### config.mk
export PLATFORM = sky130hd
export DESIGN_NAME = sha2_round_engine
export DESIGN_NICKNAME = d
export VERILOG_FILES = /design/src/rtl/sha2_round_engine.sv
export SDC_FILE = /design/constraint.sdc
export NUM_CORES = 2
export LEC_CHECK = 0
export CAP_MARGIN = 10
export CORE_MARGIN = 2
export CORE_UTILIZATION = 40
export DETAILED_ROUTE_END_ITERATION = 8
export SLEW_MARGIN = 20
export SYNTH_ARGS = -nofsm -noshare
export SYNTH_HDL_FRONTEND = slang
export SYNTH_SLANG_ARGS = --single-unit
### constraint.sdc
create_clock -name clk -period 18.3 [get_ports clk]
set_clock_uncertainty 0.15 [all_clocks]
set_input_delay 3.66 -clock clk [delete_from_list [all_inputs] [get_ports clk]]
set_output_delay 3.66 -clock clk [all_outputs]
set_load 0.02 [all_outputs]
### src/rtl/sha2_round_engine.sv
// Iterative SHA-256 / SHA-512 compression engine: one round per clock, an
// optional feed-forward of the chaining state, and valid/ready on both sides.
module sha2_round_engine #(
    parameter int WORD    = 32,
    parameter bit FEEDFWD = 1'b1
) (
    input  logic              clk,
    input  logic              rst_n,
    input  logic              flush,
    input  logic [8*WORD-1:0] state_i,
    input  logic              in_valid,
    output logic              in_ready,
    output logic [6:0]        t_o,
    input  logic [WORD-1:0]   k_i,
    input  logic [WORD-1:0]   w_i,
    output logic              busy,
    output logic [8*WORD-1:0] state_o,
    output logic              out_valid,
    input  logic              out_ready
);

    localparam int         ROUNDS = (WORD == 64) ? 80 : 64;
    localparam logic [6:0] LAST_T = 7'(ROUNDS - 1);
    localparam int S0_A = (WORD == 64) ? 28 : 2;
    localparam int S0_B = (WORD == 64) ? 34 : 13;
    localparam int S0_C = (WORD == 64) ? 39 : 22;
    localparam int S1_A = (WORD == 64) ? 14 : 6;
    localparam int S1_B = (WORD == 64) ? 18 : 11;
    localparam int S1_C = (WORD == 64) ? 41 : 25;

    generate
        if (WORD != 32 && WORD != 64) begin : g_bad_word
            $error("sha2_round_engine: WORD must be 32 or 64");
        end
    endgenerate

    typedef enum logic [1:0] {S_IDLE, S_RUN, S_DONE} fsm_t;

    fsm_t            fsm_q, fsm_d;
    logic [6:0]      t_q;
    logic [WORD-1:0] a, b, c, d, e, f, g, h;
    logic [8*WORD-1:0] h_save;
    logic [WORD-1:0] sig0, sig1, ch, maj, t1, t2;
    logic [8*WORD-1:0] vars_next, digest;

    function automatic logic [WORD-1:0] rotr(input logic [WORD-1:0] x, input int n);
        return (x >> n) | (x << (WORD - n));
    endfunction

    // NOTE: combinational blocks use blocking '=' and give every output a
    // default first, so no latch is inferred; clocked blocks use '<=' only.
    always_comb begin
        sig0 = rotr(a, S0_A) ^ rotr(a, S0_B) ^ rotr(a, S0_C);
        sig1 = rotr(e, S1_A) ^ rotr(e, S1_B) ^ rotr(e, S1_C);
        ch   = (e & f) ^ (~e & g);
        maj  = (a & b) ^ (a & c) ^ (b & c);
        t1   = h + sig1 + ch + k_i + w_i;
        t2   = sig0 + maj;
        vars_next = {t1 + t2, a, b, c, d + t1, e, f, g};
        digest    = vars_next;
        if (FEEDFWD) begin
            for (int i = 0; i < 8; i++) begin
                digest[i*WORD +: WORD] = vars_next[i*WORD +: WORD] + h_save[i*WORD +: WORD];
            end
        end
    end

    always_ff @(posedge clk or negedge rst_n) begin
        if (!rst_n) fsm_q <= S_IDLE;
        else        fsm_q <= fsm_d;
    end

    always_comb begin
        fsm_d = fsm_q;
        if (flush) begin
            fsm_d = S_IDLE;
        end else begin
            case (fsm_q)
                S_IDLE:  if (in_valid)       fsm_d = S_RUN;
                S_RUN:   if (t_q == LAST_T)  fsm_d = S_DONE;
                S_DONE:  if (out_ready)      fsm_d = S_IDLE;
                default:                     fsm_d = S_IDLE;
            endcase
        end
    end

    always_comb begin
        in_ready = (fsm_q == S_IDLE);
        busy     = (fsm_q == S_RUN);
    end

    assign t_o = t_q;

    // Round counter and result register; flush clears them ahead of any handshake.
    always_ff @(posedge clk or negedge rst_n) begin
        if (!rst_n) begin
            t_q       <= '0;
            out_valid <= 1'b0;
            state_o   <= '0;
        end else if (flush) begin
            t_q       <= '0;
            out_valid <= 1'b0;
            state_o   <= '0;
        end else begin
            case (fsm_q)
                S_IDLE: if (in_valid) t_q <= '0;
                S_RUN: begin
                    if (t_q == LAST_T) begin
                        t_q       <= '0;
                        state_o   <= digest;
                        out_valid <= 1'b1;
                    end else begin
                        t_q <= t_q + 7'd1;
                    end
                end
                S_DONE: if (out_ready) out_valid <= 1'b0;
                default: ;
            endcase
        end
    end

    // NOTE: working variables and the saved chaining state are always written
    // before they are read, so they carry no reset.
    always_ff @(posedge clk) begin
        if (fsm_q == S_IDLE && in_valid && !flush) begin
            {a, b, c, d, e, f, g, h} <= state_i;
            h_save                   <= state_i;
        end else if (fsm_q == S_RUN) begin
            {a, b, c, d, e, f, g, h} <= vars_next;
        end
    end

endmodule

== After elaboration in Yosys (flattened, before gate mapping) ==
Cells that the tools add are included.
Word-level totals
  input bits: 325
  word-level logic and storage cells: 99
  output and inout port bits: 266
  flip-flop bits (word level): 778
Operators by class
  equal/unequal tests: 6
  $add $sub $neg: 16
  muxes and demuxes: 32
  reduce and logical (&&, ||, !) cells: 13
  bitwise operators: 19
Operator list (count)
  256-bit two-way mux: 3
  32-bit two-way mux: 16
  32-bit adder: 15
  32-bit bitwise XOR: 7
  32-bit AND: 5
  32-bit NOT: 1
  10-bit by 32-bit OR with 32-bit output: 1
  19-bit by 32-bit OR with 32-bit output: 1
  21-bit by 32-bit OR with 32-bit output: 1
  26-bit by 32-bit OR with 32-bit output: 1
  30-bit by 32-bit OR with 32-bit output: 1
  7-bit by 32-bit OR with 32-bit output: 1
  7-bit two-way mux: 3
  7-bit case mux with 2 select lines: 1
  2-bit two-way mux: 4
  7-bit by 1-bit adder with 7-bit output (second input constant): 1
  7-bit by 6-bit == test with 1-bit output (second input constant): 1
  3-bit != test (second input constant): 2
  2-bit case mux with 3 select lines: 1
  3-bit AND reduction: 2
  2-bit nonzero test: 3
  3-bit nonzero test: 2
  2-bit AND reduction: 2
  1-bit two-way mux: 3
  other kinds (7): 8

== Logic depth before layout (Yosys ltp) ==
  depth in word-level cells: 12
  mapped depth: 40
  mapped depth without buffers: 39

== Worst setup path after synthesis ==
No wires, ideal clock.
  kind: input port to flip-flop
  start: input flush
  end: register h_save[0] (enable)
  arrival: 11.164 ns
  setup slack: 6.265 ns
  stages on the path: 3
  data required time: 17.430 ns
  library setup time: 0.720 ns
  path buffers: 1
  path through: nand3b_1 clkinv_1 clkbuf_1
Between the ends
  cells in the longest elaborated chain, start to end: 2
Ends and longest elaborated chain
  start, declared: line 9  | input logic flush,
  1-bit logical NOT: line 125  | if (fsm_q == S_IDLE && in_valid && !flush) begin
  1-bit logical AND: line 125
  end signal, assigned: line 127  | h_save <= state_i;
  end, declared: line 42  | logic [8*WORD-1:0] h_save;
No other way between the ends.
A chain may end at the register's enable or synchronous reset.

== Worst setup path after layout ==
  start: input k_i[1]
  end: register state_o[255]
Between the ends
  cells in the longest elaborated chain, start to end: 7
Ends and longest elaborated chain
  start, declared: line 14  | input logic [WORD-1:0] k_i,
  32-bit adder (2 in a row): line 57  | t1 = h + sig1 + ch + k_i + w_i;
  32-bit adder: line 59  | vars_next = {t1 + t2, a, b, c, d + t1, e, f, g};
  32-bit adder: line 63  | digest[i*WORD +: WORD] = vars_next[i*WORD +: WORD] + h_save[i*WORD +: WORD];
  256-bit two-way mux: line 108  | if (t_q == LAST_T) begin
  256-bit two-way mux: line 105  | case (fsm_q)
  256-bit two-way mux: line 100  | end else if (flush) begin
  end signal, assigned: line 110  | state_o <= digest;
  end, declared: line 17  | output logic [8*WORD-1:0] state_o,
No other way between the ends. The select of a mux whose other input is x is not followed.

==> results.tsv <==
metric	value	unit
fillers	11400	
syn_area	48800	sq um
fin_setup_tns	0	ps
fin_ws	5740	ps
yosys-top-cells-area	edfxtp_1 32%, dfrtp_1 14%, ha_1 8.8%	
dp.final_hpwl	129000	microns
synth.largest_area_cell	edfxtp_1	
rsz0062_at_grt	false	
dieArea	125000	sq um
gp_routability_congestion	0.932	
clock-sinks	778	
finalHoldViolations	0	
r2r-start	e[26]	
die_w	353	microns
grt.overflow.total	0	
critPathKind	in -> reg	
cts_setup_buffers	0	
ff2ff_setup_slack	8240	ps
hold_start	state_o[8]	
wl	168000	microns
vias	37800	
synth_top_area_share	0.315	
timing.fmax	79.6	MHz
cp_max_fo	6	
area_delta_synth_final	22.0	%
ctsRootBufferMaster	clkbuf_16	
worstSetupEndpointType	register	
worstRegToRegCells	35	
cp-start-kind	primary input	
synth_edf_count	512	
grt_max_degree	154	
cts_made_buffers	93	
rows	128	
antenna_found_initial	27	
hp-class	reg -> reg	
clk_pin_slew	60	ps
postSynthCellCount	4837	
cts_max_level	3	
ys_warn_count	0	
worstReg2RegEnd	state_o[255]	
avgSynthCellArea	10.1	sq um
grt_usage	0.265	
crit_slowest_cell	or4_1	
maxCapViolations	0	
synthTopCellsByCount	1062 x nand2_1, 512 x edfxtp_1, 343 x ha_1, 306 x o21ai_0, 304 x inv_1	
setup_viol	0	
syn_nets	5638	
seq_area	22000	sq um
io_pins	591	
post-place-ws	5160	ps
via_per_inst	5.33	
cpMostUsedCell	fa_1	
post_cts_resize_count	0	
required	18680	ps
status	complete, no violations	
min_to	state_o[8]	
relSlewSlack	0.287	
synthArstFlopShare	0.342	
port_buffers	590	
fin_crit_sh	0.686	
min_period	12560	ps
drive_above_1_share	0.0426	
synth.distinct_cells	78	
slew_violations	0	
first_iter_violations	2914	
final_nets	6168	
core	121000	sq um
first_pass_iters	6	
grt_pass1_wl	246000	microns
start_util	0.402	
synth_flop_cell	edfxtp_1	
tritoncts	yes	
wl_per_cell	23.7	microns
grt_pass1_vias	37900	
yosysMostFrequentCell	nand2_1	
slowest_delay	620	ps
fp.dieH	353	microns
critical_path_arrival	12940	ps
multiInputGateArea	24900	sq um
hold_depth	2	
postRouteAntennaNets	0	
worstMarginPinSlew	1070	ps
cts_buffer_depth	3	
clock_latency	690	ps
ys_seq_area_frac	0.452	
hold_buffers	0	
holdWs	323	ps
drc	0	
synth_seq_cells	778	
-- worst max-delay path: cells and delay by family --
| kind | cells | cell delay (ps) |
|---|---|---|
| AO/OA/AOI/OAI | 14 | 3310 |
| XOR/XNOR | 3 | 550 |
| adder cells (fa/ha/maj) | 8 | 3300 |
| AND/OR/NAND/NOR | 7 | 1450 |
| buffers and inverters | 4 | 640 |
-- worst max-delay path by stage --
stage | end | start | slack, ps
after floorplan | h_save[0] | flush | 6270
after global placement | state_o[255] | k_i[1] | 5250
after detailed placement | state_o[255] | k_i[1] | 5160
after CTS | state_o[255] | k_i[1] | 5850
after global routing | state_o[255] | k_i[1] | 5340
final | state_o[255] | k_i[1] | 5740
-- area by class of cell --
cell class | count | share of cell area
inverter | 305 | 0.0194
timing repair buffer | 627 | 0.104
antenna | 14 | 0.000589
tap | 1625 | 0.0342
clock buffer | 129 | 0.0448
sequential | 778 | 0.370
multi-input combinational | 3562 | 0.418
clock inverter | 45 | 0.00797
-- cell families after synthesis --
| family | count (synthesis) | share of synthesized area |
|---|---|---|
| DFF | 778 | 0.452 |
| xor gates and xnor gates | 447 | 0.0806 |
| and+or+nand+nor | 1458 | 0.124 |
| AOI/OAI and AO/OA | 1118 | 0.149 |
| buffers and inverters | 497 | 0.0383 |
| muxes | 45 | 0.00983 |
| adders and majority gates | 494 | 0.146 |
-- state kept, by name, summed over array words and instances (netlist names), 7 cells and up --
register,count
c,32
h_save,256
a,32
h,32
e,32
b,32
state_o,256
d,32
f,32
t_o,7
g,32
-- cell usage in the layout (no fill, tap or decap), types with 15 or more instances in the layout --
cell type	synthesis	final
nand2_1	1062	1060
clkdlybuf4s50_1	0	589
edfxtp_1	512	512
ha_1	343	343
o21ai_0	306	306
inv_1	304	304
xnor2_1	276	276
dfrtp_1	266	266
a21o_1	234	234
a21oi_1	230	229
xor2_1	170	170
nor2_1	156	156
fa_1	133	133
clkbuf_16	0	96
o21bai_1	53	53
nand3_1	52	52
nand2b_1	39	39
buf_4	0	35
o21a_1	30	30
nor3_1	30	30
a22o_1	30	30
o31ai_1	28	28
mux2i_1	25	25
a31oi_1	24	24
nand4_1	23	23
nor2b_1	22	22
a211oi_1	21	21
o211ai_1	19	19
mux2_2	19	19
clkbuf_1	188	19
maj3_1	18	18
clkinv_1	1	16
a32o_1	15	15
-- stage by stage --
step           std cells  cell area [sq um]   util
2_1_floorplan       4837              48800      -
3_3_place_gp        6897              56300  0.464
3_5_place_dp        6897              56300  0.464
4_1_cts             7071              59500  0.490
5_1_grt             7078              59500  0.490
6_report            7085              59500  0.490
-- routing by layer --
metal,routed length [microns],track usage
met5,158,0
met3,10600,0.0448
met2,78300,0.433
met1,73600,0.359
met4,5010,0.0838
Power is left out: the tool's default activity adds up to more than one toggle a clock period on the data nets, which glitch-free logic cannot reach.
